--- src/rtl/multi_dest_rr_arb_pkg.sv ---
`default_nettype none
// ============================================================================
// Module   : multi_dest_rr_arb_pkg
// Purpose  : Shared constants and helpers for the multi-destination arbiter
//            and its round-robin picker.
// Contents : MDA_SRC_N_MAX  - largest supported requester count
//            SRC_ID_W()     - width of a source index, never less than 1
//            onehot_to_idx()- one-hot vector to binary index
// Options  : none (MDA_FIXED_PRIO_EN is consumed by multi_dest_rr_arb)
// Revision : 1.0 - initial release
// ============================================================================
package multi_dest_rr_arb_pkg;

    localparam int MDA_SRC_N_MAX = 16;
    localparam int MDA_IDX_W     = $clog2(MDA_SRC_N_MAX);

    function automatic int SRC_ID_W(input int n);
        return (n < 2) ? 1 : $clog2(n);
    endfunction

    // OR-reduction encoder: exact for one-hot input, zero for an all-zero input.
    function automatic logic [MDA_IDX_W-1:0] onehot_to_idx(
        input logic [MDA_SRC_N_MAX-1:0] oh
    );
        logic [MDA_IDX_W-1:0] idx;
        idx = '0;
        for (int i = 0; i < MDA_SRC_N_MAX; i++) begin
            if (oh[i]) begin
                idx = idx | MDA_IDX_W'(i);
            end
        end
        return idx;
    endfunction

endpackage
`default_nettype wire

--- src/rtl/multi_dest_rr_arb_if.sv ---
`default_nettype none
// ============================================================================
// Module   : multi_dest_rr_arb_if
// Purpose  : Handshake bundle between SRC_N requesters, the arbiter and a
//            DST_N-way destination stage.
// Signals  : s_valid_in   [SRC_N]        per-source request valid
//            s_dst_in     [SRC_N*DST_N]  per-source destination mask
//            s_data_in    [SRC_N*DATA_W] per-source payload
//            s_ready_out  [SRC_N]        source pop, one-hot or zero
//            m_valid_out  [DST_N]        per-destination valid
//            m_data_out   [DATA_W]       granted payload
//            m_ready_in   [DST_N]        per-destination ready
//            m_src_id_out [ID_W]         granted source index
// Modports : slave  - the arbiter
//            master - the surrounding requesters and destinations
// Revision : 1.0 - initial release
// ============================================================================
interface multi_dest_rr_arb_if
    import multi_dest_rr_arb_pkg::*;
#(
    parameter int DATA_W = 256,
    parameter int SRC_N  = 4,
    parameter int DST_N  = 2
);
    localparam int ID_W = SRC_ID_W(SRC_N);

    logic [SRC_N-1:0]        s_valid_in;
    logic [SRC_N*DST_N-1:0]  s_dst_in;
    logic [SRC_N*DATA_W-1:0] s_data_in;
    logic [SRC_N-1:0]        s_ready_out;
    logic [DST_N-1:0]        m_valid_out;
    logic [DATA_W-1:0]       m_data_out;
    logic [DST_N-1:0]        m_ready_in;
    logic [ID_W-1:0]         m_src_id_out;

    modport slave (
        input  s_valid_in, s_dst_in, s_data_in, m_ready_in,
        output s_ready_out, m_valid_out, m_data_out, m_src_id_out
    );

    modport master (
        output s_valid_in, s_dst_in, s_data_in, m_ready_in,
        input  s_ready_out, m_valid_out, m_data_out, m_src_id_out
    );

endinterface
`default_nettype wire

--- src/rtl/multi_dest_rr_arb_rr_pick.sv ---
`default_nettype none
// ============================================================================
// Module   : multi_dest_rr_arb_rr_pick
// Purpose  : Combinational rotate / priority / rotate-back picker. Searches
//            req starting at ptr+1 (mod SRC_N) and returns the first hit.
// Ports    : req     in  [SRC_N] request vector
//            ptr     in  [ID_W]  last-served index
//            gnt_oh  out [SRC_N] one-hot grant, zero when no request
//            gnt_idx out [ID_W]  binary grant, zero when no request
//            any     out         at least one request present
// Revision : 1.0 - initial release
// ============================================================================
module multi_dest_rr_arb_rr_pick
    import multi_dest_rr_arb_pkg::*;
#(
    parameter int SRC_N = 4,
    parameter int ID_W  = SRC_ID_W(SRC_N)
) (
    input  logic [SRC_N-1:0] req,
    input  logic [ID_W-1:0]  ptr,
    output logic [SRC_N-1:0] gnt_oh,
    output logic [ID_W-1:0]  gnt_idx,
    output logic             any
);

    localparam logic [ID_W-1:0] c_last = ID_W'(SRC_N - 1);

    logic [ID_W-1:0]  w_start;
    logic [SRC_N-1:0] w_rot;
    logic [SRC_N-1:0] w_rot_oh;

    always_comb begin
        w_start  = (ptr >= c_last) ? '0 : ptr + 1'b1;
        // Rotating a doubled copy right by w_start puts the search start at bit 0.
        w_rot    = SRC_N'({req, req} >> w_start);
        // Isolate the lowest set bit.
        w_rot_oh = w_rot & (~w_rot + 1'b1);
        // Rotate back: the upper half of the doubled copy shifted left.
        gnt_oh   = SRC_N'(({w_rot_oh, w_rot_oh} << w_start) >> SRC_N);
        gnt_idx  = ID_W'(onehot_to_idx(MDA_SRC_N_MAX'(gnt_oh)));
        any      = |req;
    end

endmodule
`default_nettype wire

--- src/rtl/multi_dest_rr_arb.sv ---
`default_nettype none
// ============================================================================
// Module   : multi_dest_rr_arb
// Purpose  : Round-robin arbiter sharing one multi-destination broadcast path
//            among SRC_N requesters. Tracks per-destination acceptance and
//            pops a source only once every destination in its mask has taken
//            the beat; a partially delivered beat locks the grant.
// Ports    : clk    in  clock
//            rst_n  in  asynchronous active-low reset
//            bus    slave modport of multi_dest_rr_arb_if (source side
//                   s_valid_in/s_dst_in/s_data_in/s_ready_out, destination
//                   side m_valid_out/m_data_out/m_ready_in/m_src_id_out)
// Options  : MDA_FIXED_PRIO_EN - fixed priority (lowest index wins), no
//            round-robin pointer register. Default: round-robin.
// Revision : 1.0 - initial release
// ============================================================================
module multi_dest_rr_arb
    import multi_dest_rr_arb_pkg::*;
#(
    parameter int DATA_W = 256,
    parameter int SRC_N  = 4,
    parameter int DST_N  = 2
) (
    input  logic                clk,
    input  logic                rst_n,
    multi_dest_rr_arb_if.slave  bus
);

    localparam int              ID_W      = SRC_ID_W(SRC_N);
    localparam logic [ID_W-1:0] c_ptr_rst = ID_W'(SRC_N - 1);

    logic             r_locked;
    logic [ID_W-1:0]  r_gnt;
    logic [DST_N-1:0] r_done;
    logic [ID_W-1:0]  w_ptr;

`ifdef MDA_FIXED_PRIO_EN
    // A constant "last served = SRC_N-1" makes the picker search from 0.
    assign w_ptr = c_ptr_rst;
`else
    logic [ID_W-1:0]  r_ptr;
    assign w_ptr = r_ptr;
`endif

    logic [SRC_N-1:0]  w_pick_oh;
    logic [ID_W-1:0]   w_pick_idx;
    logic              w_pick_any;
    logic [ID_W-1:0]   w_gnt;
    logic [SRC_N-1:0]  w_gnt_oh;
    logic              w_gnt_vld;
    logic [DST_N-1:0]  w_dst;
    logic [DATA_W-1:0] w_data;
    logic [DST_N-1:0]  w_mvalid;
    logic [DST_N-1:0]  w_acc;
    logic              w_complete;

    multi_dest_rr_arb_rr_pick #(
        .SRC_N (SRC_N),
        .ID_W  (ID_W)
    ) u_rr_pick (
        .req     (bus.s_valid_in),
        .ptr     (w_ptr),
        .gnt_oh  (w_pick_oh),
        .gnt_idx (w_pick_idx),
        .any     (w_pick_any)
    );

    always_comb begin
        w_gnt     = r_locked ? r_gnt : w_pick_idx;
        w_gnt_oh  = '0;
        w_gnt_vld = 1'b0;
        w_dst     = '0;
        w_data    = '0;
        for (int i = 0; i < SRC_N; i++) begin
            if (w_gnt == ID_W'(i)) begin
                w_gnt_vld = bus.s_valid_in[i];
                w_dst     = bus.s_dst_in[i*DST_N +: DST_N];
                w_data    = bus.s_data_in[i*DATA_W +: DATA_W];
            end
            if (r_locked && (r_gnt == ID_W'(i))) begin
                w_gnt_oh[i] = 1'b1;
            end
        end
        if (!r_locked) begin
            w_gnt_oh = w_pick_oh;
        end
        // Destinations that already took this beat are masked off.
        w_mvalid   = w_gnt_vld ? (w_dst & ~r_done) : '0;
        w_acc      = w_mvalid & bus.m_ready_in;
        // An all-zero mask satisfies this immediately and drops the beat.
        w_complete = w_gnt_vld && (w_pick_any || r_locked)
                     && ((r_done | w_acc) == w_dst);
    end

    assign bus.m_valid_out  = w_mvalid;
    assign bus.m_data_out   = w_gnt_vld ? w_data : '0;
    assign bus.m_src_id_out = w_gnt;
    assign bus.s_ready_out  = w_complete ? w_gnt_oh : '0;

    always_ff @(posedge clk or negedge rst_n) begin
        if (!rst_n) begin
            r_locked <= 1'b0;
            r_gnt    <= '0;
            r_done   <= '0;
`ifndef MDA_FIXED_PRIO_EN
            r_ptr    <= c_ptr_rst;
`endif
        end else if (w_complete) begin
            r_locked <= 1'b0;
            r_done   <= '0;
`ifndef MDA_FIXED_PRIO_EN
            r_ptr    <= w_gnt;
`endif
        end else if (|w_acc) begin
            // Partial delivery: hold this source until the mask is complete.
            r_locked <= 1'b1;
            r_gnt    <= w_gnt;
            r_done   <= r_done | w_acc;
        end
    end

endmodule
`default_nettype wire

--- src/flat_wrapper.sv ---
// flat-port wrapper written by rule: the top's interface ports become plain ports
module multi_dest_rr_arb_flat import multi_dest_rr_arb_pkg::*;
#(
    parameter int DATA_W = 256,
    parameter int SRC_N  = 4,
    parameter int DST_N  = 2
)
  (clk, rst_n, bus_s_valid_in, bus_s_dst_in, bus_s_data_in, bus_m_ready_in, bus_s_ready_out, bus_m_valid_out, bus_m_data_out, bus_m_src_id_out);
  multi_dest_rr_arb_if #(.DATA_W(DATA_W), .SRC_N(SRC_N), .DST_N(DST_N)) bus_i ();
  input  logic clk;
  input  logic rst_n;
  input wire logic [$bits(bus_i.s_valid_in)-1:0] bus_s_valid_in;
  input wire logic [$bits(bus_i.s_dst_in)-1:0] bus_s_dst_in;
  input wire logic [$bits(bus_i.s_data_in)-1:0] bus_s_data_in;
  input wire logic [$bits(bus_i.m_ready_in)-1:0] bus_m_ready_in;
  output wire logic [$bits(bus_i.s_ready_out)-1:0] bus_s_ready_out;
  output wire logic [$bits(bus_i.m_valid_out)-1:0] bus_m_valid_out;
  output wire logic [$bits(bus_i.m_data_out)-1:0] bus_m_data_out;
  output wire logic [$bits(bus_i.m_src_id_out)-1:0] bus_m_src_id_out;
  assign bus_i.s_valid_in = bus_s_valid_in;
  assign bus_i.s_dst_in = bus_s_dst_in;
  assign bus_i.s_data_in = bus_s_data_in;
  assign bus_i.m_ready_in = bus_m_ready_in;
  assign bus_s_ready_out = bus_i.s_ready_out;
  assign bus_m_valid_out = bus_i.m_valid_out;
  assign bus_m_data_out = bus_i.m_data_out;
  assign bus_m_src_id_out = bus_i.m_src_id_out;
  multi_dest_rr_arb #(.DATA_W(DATA_W), .SRC_N(SRC_N), .DST_N(DST_N)) u_core (.clk(clk), .rst_n(rst_n), .bus(bus_i));
endmodule
--- config.mk ---
export PLATFORM = sky130hd
export DESIGN_NAME = multi_dest_rr_arb_flat
export DESIGN_NICKNAME = d
export VERILOG_FILES = /design/src/rtl/multi_dest_rr_arb_pkg.sv /design/src/rtl/multi_dest_rr_arb_if.sv /design/src/rtl/multi_dest_rr_arb_rr_pick.sv /design/src/rtl/multi_dest_rr_arb.sv /design/src/flat_wrapper.sv
export SDC_FILE = /design/constraint.sdc
export NUM_CORES = 1
export LEC_CHECK = 0
export ABC_CLOCK_PERIOD_IN_PS = 3300
export CORE_AREA = 2 2 504 506
export DETAILED_ROUTE_END_ITERATION = 8
export DIE_AREA = 0 0 506 508
export GPL_TIMING_DRIVEN = 1
export PLACE_DENSITY_LB_ADDON = 0.25
export SLEW_MARGIN = 30
export SYNTH_ARGS = -nofsm -noshare
export SYNTH_HDL_FRONTEND = slang
export SYNTH_SLANG_ARGS = --single-unit
--- constraint.sdc ---
create_clock -name clk -period 3.3 [get_ports clk]
set_input_delay 0.66 -clock clk [delete_from_list [all_inputs] [get_ports clk]]
set_output_delay 0.66 -clock clk [all_outputs]
set_load 0.01 [all_outputs]
==> results of run 1 <==
stage by stage:
stage          utilization  cell area (sq um)  power [mW]  setup TNS (ps)
2_1_floorplan            -               8520        13.2           -76.2
3_3_place_gp         0.106              26800        29.8         -296320
3_5_place_dp         0.106              26800        29.6         -286850
4_1_cts              0.114              28800        36.3         -163400
5_1_grt              0.120              30300        41.7         -167140
6_report             0.120              30400        39.9         -143060
worst reg2reg max path, delay by kind of cell, from the launching register on:
family / cells / cell delay, ps
compound gates: 3 / 570
fa+ha+maj: 1 / 230
flops: 1 / 550
simple gates: 3 / 920
mux: 2 / 660
buf+inv: 4 / 440
power by group:
part	switching (mW)	total (mW)	internal, mW
Sequential	0.0612	0.204	0.143
Clock	0.0453	0.206	0.161
Combinational	16.7	39.5	22.8
Total	16.8	39.9	23.1
what timing repair did:
item	in CTS	in global routing
buffers inserted	79	86
setup endpoints to repair	270	266
pin swaps	115	98
resized for setup	962	500
cloned	23	11
synthesized netlist by cell type, drive strengths merged:
cell type	instances	area, sq um
and2	256	1600
nor2	9	33.8
dfstp	2	52.6
mux4	256	5770
inv	5	18.8
nand2	4	15.0
a21boi	1	7.51
a41oi	1	8.76
buf	32	163
dfrtp	5	125
nor3	4	20.0
nand2b	1	6.26
a32oi	1	16.3
mux2i	11	110
mux2	6	71.3
a21oi	4	20.0
nand3	4	20.0
nor4b	1	15.0
o2111ai	2	17.5
a31oi	1	6.26
o211ai	1	7.51
clkbuf	55	206
nor4	1	6.26
o31a	1	8.76
ha	1	12.5
o21a	1	7.51
nand3b	1	7.51
o21ai	4	20.0
or4	1	11.3
a31o	1	8.76
clkinv	1	8.76
o22ai	1	6.26
nor2b	2	12.5
area by class of cell:
class,instances,share of cell area
inverters,6,0.00156
multi-input cells,577,0.282
flip-flops and latches,7,0.00585
repair buffers,1587,0.564
well taps,3366,0.139
clock buffers,4,0.00259
diodes,65,0.00535
logic make-up after synthesis:
kind of cell             count (synthesis)
multiplexers                           273
adder cells (fa/ha/maj)                  1
buffers and inverters                   93
AO/OA/AOI/OAI                           19
AND/OR/NAND/NOR                        284
flip-flops                               7
path summary, 6_finish.rpt:
path | startpoint | to | cells after the start
worst max-delay path | u_core.r_ptr[1] | bus_m_data_out[84] | 13
worst min-delay path | u_core.r_gnt[0] | u_core.r_gnt[0] | 1
worst max register to register | u_core.r_ptr[1] | u_core.r_gnt[1] | 13
worst min register to register | u_core.r_gnt[0] | u_core.r_gnt[0] | 1
max in group asynchronous | rst_n | u_core.r_ptr[1] | 1
min in group asynchronous | rst_n | u_core.r_done[1] | 1
state kept, by name, summed over array words and instances (netlist names):
signal	count
u_core.r_done	2
u_core.r_gnt	2
u_core.r_ptr	2
u_core.r_locked	1
per-layer routing:
layer | vias to the layer above | share of wire
li1 | 5898 | -
met1 | 7242 | 0.33
met2 | 1384 | 0.47
met3 | 538 | 0.16
met4 | 262 | 0.030
met5 | - | 0.0090
cells in the final DEF (no fill, tap or decap), drive strengths merged:
cell              n
a41oi             1
inv               4
bufbuf            1
o31a              1
nor2              9
nand3             4
mux4            256
o211ai            1
a32oi             1
dfstp             2
a21boi            1
clkinv            2
o22ai             1
o21ai             4
o2111ai           2
mux2              6
or4               1
nor4b             1
a31oi             1
nand2b            1
o21a              1
dlygate4sd2       2
nor4              1
a31o              1
nand3b            1
nor3              4
buf             505
clkbuf           29
clkdlybuf4s50  1037
ha                1
and2            256
dfrtp             5
diode            65
nand2             4
nor2b             2
clkdlybuf4s15     9
mux2i            11
dlymetal6s2s      8
a21oi             4
==> flow_summary.toml, run 1 <==
[synthesis]
yosys.area_share.adder = 0.00149
synth_warnings = 0
synth_xor_area_frac = 0
muxShareOfSynthArea = 0.706
synth.avg_cell_area_sq_um = 12.4
synth-seq-cells = 7
synth_cells = 677
synth-simple-area-share = 0.208
synth_top_family_by_area = "multiplexers"
synth_compound_area_frac = 0.0161
syn_nets = 1718
seq_area_frac_synth = 0.0211
synth_cell_types = 40
syn_area_sq_um = 8420

[timing]
min_period_ps = 3990
slew_viol_final = 0
setup_viol = 264
rsz0062_at_grt = "true"
fmax_mhz = 251
holdWs_ps = 478
slew_headroom = 0.740
hold_viol = 0
worst_pin_slew_ps = 390
fin_crit_sh = 1.21
skew_ps = 3.67
setup_slack_ps = -692

[layout]
stdcell_count = 5612
syn2layout_area_growth_pct = 261
regArea_sq_um = 178
fillers = 28798
nets = 3223
multiInputGateArea_sq_um = 8570
drive_gt1_frac = 0.470

[global_routing]
use_met2 = 0.238
grt_pass1_wl_microns = 221000
grt_use_met1 = 0.141
grt_pass1_vias = 15313
grt-busiest-layer = "met2"
overflow = 0
grt_max_degree = 42
grt_usage = 0.140
grt_antenna_before_repair = 325
grt_util_met3 = 0.0940

[clock_tree]
cts_tree = "done"
cts.hold.buffers_added = 0
cts_max_path_buffers = 2
path_clk_slew_ps = 40
cts_root_buffer = "clkbuf_16"
h-tree-depth = 1
cts.sinks = 7
cts-buffers-inserted = 3
clock_latency_ps = 230

[floorplanning]
start_util = 0.0334
die_h_microns = 508
row_count = 185
die_w_microns = 506
ios = 1304
die_area_sq_um = 257000
core-area_sq_um = 252000

[placed_design]
dp_cells = 5372
port_buffers = 1303
place_ws_ps = -1260
dpl.hpwl_microns = 170000
gp_congestion = 0.925

[setup_path]
end_kind = "output pin"
crit_family = "buffers and inverters"
cp_data_arrival_time_ps = 3330
startpoint_type = "flop"
crit_fanout = 7
crit_required_ps = 2640
rrSetupSlack_ps = -200
max_stage_delay_ps = 550
cp_slowest_cell = "dfstp_2"
cpMostUsedCell = "buf_12"
critPathKind = "reg2out"
crit_chain = "ha_4 > nor4b_4 > a41oi_4 > o2111ai_4 > nand2_8 > buf_12 > buf_16 > buf_12 > buf_16 > buf_12 > mux4_2 > and2_4 > buf_12"
cp.buffers_inverters = 6

[detailed_routing]
drc = 0
drtAntennaViolNets = 0
vias = 15324
drt_iter0_markers = 887
wl_per_cell_microns = 34.1
first_pass_iters = 4
via_per_inst = 2.73
drt-total-wl_microns = 191000

[power]
ir_worst_vdd_mv = 0.694
leakagePower_nw = 10.9
power_density_nw_per_um2 = 1310

[hold_path]
hold_class = "reg2reg"

[status]
status = "finished with violations"
failed_checks = "negative setup slack"

[job]
cap_violations = 0
No activity file was read; power rests on OpenSTA's default activity.
==> run 2, diff against run 1 <==
--- a/config.mk
+++ b/config.mk
@@ -5,12 +5,12 @@
 export SDC_FILE = /design/constraint.sdc
 export NUM_CORES = 1
 export LEC_CHECK = 0
-export ABC_CLOCK_PERIOD_IN_PS = 3300
 export CORE_AREA = 2 2 504 506
 export DETAILED_ROUTE_END_ITERATION = 8
 export DIE_AREA = 0 0 506 508
 export GPL_TIMING_DRIVEN = 1
 export PLACE_DENSITY_LB_ADDON = 0.25
+export REMOVE_ABC_BUFFERS = 1
 export SLEW_MARGIN = 30
 export SYNTH_ARGS = -nofsm -noshare
 export SYNTH_HDL_FRONTEND = slang
==> run 2 against run 1 <==
The run still ends with negative setup slack left. Combinational power increased by 18%. Total power is 17% higher. Sequential cell count stayed put. Worst setup slack got worse by 270 ps. Critical path depth is 3 higher. First-iteration DRC count rose by 23%. Maximum frequency fell by 6.3%. Design area rose by 4.9%. Via count grew 4.3%. Clock skew about the same. Highest routed layer unchanged.
==> flow_summary.toml, run 2 (synthesized netlist as in run 1, its figures left out) <==
[detailed_routing]
drtAntennaViolNets = 0
vias = 15977
drt-total-wl_microns = 225000
drt_iter0_markers = 1091
first_pass_iters = 5
wl_per_cell_microns = 39.6
drc = 0
via_per_inst = 2.82

[setup_path]
crit_required_ps = 2640
max_stage_delay_ps = 560
cp_data_arrival_time_ps = 3600
crit_chain = "ha_4 > buf_6 > nor4b_4 > buf_4 > a41oi_4 > o2111ai_4 > nand2_4 > buf_12 > buf_16 > buf_12 > buf_12 > buf_16 > buf_8 > mux4_2 > and2_4 > buf_12"
end_kind = "output pin"
rrSetupSlack_ps = -540
cpMostUsedCell = "buf_12"
r2r-start = "u_core.r_ptr[1]"
reg2reg_to = "u_core.r_gnt[0]"
startpoint_type = "flop"
cp_slowest_cell = "dfstp_2"
crit_fanout = 7
critPathKind = "reg2out"
reg2regPathDepth = 17

[hold_path]
holdPathStages = 1
hold_class = "reg2reg"
holdCritStartpoint = "u_core.r_gnt[0]"
holdPathEnd = "u_core.r_gnt[0]"

[layout]
fillers = 28667
finish.utilization = 0.126
top_regs = "u_core.r_done (2), u_core.r_gnt (2), u_core.r_ptr (2)"
nets = 3264
layout_common_cells = "clkdlybuf4s50_1 (1036), mux4_2 (256), and2_4 (205)"
layout_commonest_cell = "clkdlybuf4s50_1"
stdcell_count = 5672
syn2layout_area_growth_pct = 279
drive_gt1_frac = 0.485

[clock_tree]
clock_latency_ps = 240
path_clk_slew_ps = 40
cts_max_path_buffers = 2
cts-buffers-inserted = 3
h-tree-depth = 1
cts_tree = "done"
cts_root_buffer = "clkbuf_16"
cts.sinks = 7
cts.hold.buffers_added = 0

[timing]
setup_viol = 267
min_period_ps = 4260
holdWs_ps = 516
rsz0062_at_grt = "true"
hold_viol = 0
setup_slack_ps = -961
worst_pin_slew_ps = 556
skew_ps = 3.58
fmax_mhz = 235
fin_crit_sh = 1.29
slew_viol_final = 0
slew_headroom = 0.629

[floorplanning]
die_h_microns = 508
die_area_sq_um = 257000
core-area_sq_um = 252000
start_util = 0.0334
row_count = 185
ios = 1304
die_w_microns = 506

[placed_design]
place_ws_ps = -1710
gp_congestion = 0.921
dp_cells = 5345
port_buffers = 1303
dpl.hpwl_microns = 198000

[status]
failed_checks = "negative setup slack"
status = "finished with violations"

[global_routing]
overflow = 0
grt_pass1_wl_microns = 257000
grt_max_degree = 40
grt_usage = 0.165
grt_antenna_before_repair = 339
grt_pass1_vias = 15522

[power]
leakagePower_nw = 11.5
power_mw = 46.9
ir_worst_vdd_mv = 0.561
power_density_nw_per_um2 = 1470

[job]
cap_violations = 0
==> run 2: changes by cell type in the layout (fill, tap and decap cells not counted), sizes merged <==
| cell | previous run | this run |
|---|---|---|
| buf | 505 | 553 |
| diode | 65 | 84 |
| clkdlybuf4s15 | 9 | 1 |
| dlymetal6s2s | 8 | 12 |
| clkbuf | 29 | 26 |
| clkdlybuf4s50 | 1037 | 1036 |
| dlygate4sd2 | 2 | 3 |
==> run 2: cell type report <==
class                   instances  area, sq um  area share
repair buffers               1628        18500       0.582
multi-input cells             577         8620       0.271
well taps                    3366         4210       0.132
diodes                         84          210     0.00660
flip-flops and latches          7          178     0.00557
clock buffers                   4         78.8     0.00247
inverters                       6         32.5     0.00102
==> run 2: worst max-delay path: cells and delay by family (launching register included) <==
family	cells	cell delay, ps
compound gates	2	290
fa+ha+maj	1	240
buf+inv	9	1290
flops	1	560
mux	1	500
simple gates	3	480
==> run 2: how the worst max path moves through the flow <==
stage,startpoint,to,cells after the start
floorplan,u_core.r_ptr[0],bus_s_ready_out[1],9
global placement,bus_s_valid_in[2],bus_m_data_out[210],13
detailed placement,bus_s_valid_in[2],bus_m_data_out[194],13
CTS,u_core.r_ptr[1],bus_m_data_out[110],16
global route,u_core.r_ptr[0],bus_m_data_out[169],16
finish,u_core.r_ptr[1],bus_m_data_out[169],16
==> run 2: power by group <==
group / internal (mW) / switching, mW
sequential: 0.143 / 0.0754
clock: 0.162 / 0.0598
combinational: 26.1 / 20.3
total: 26.4 / 20.5
==> run 2: repair_timing <==
item	CTS	global route
pin swaps	105	98
resized for setup	829	387
gates cloned	37	9
setup endpoints to repair	269	268
setup buffers	126	100
==> run 2: per-stage QoR <==
step	instance area, sq um	TNS (ps)
finish	31900	-200790
global route	31700	-224770
CTS	30300	-223100
detailed placement	27000	-368280
global placement	27000	-373700
floorplan	8050	-4781500
==> run 2: layer usage <==
| metal | track usage | vias to the layer above | part of all wire |
|---|---|---|---|
| li1 | - | 6006 | - |
| met1 | 0.194 | 7769 | 0.38 |
| met2 | 0.268 | 1444 | 0.45 |
| met3 | 0.0909 | 538 | 0.14 |
| met4 | 0.0209 | 220 | 0.026 |
| met5 | 0 | - | 0.0067 |
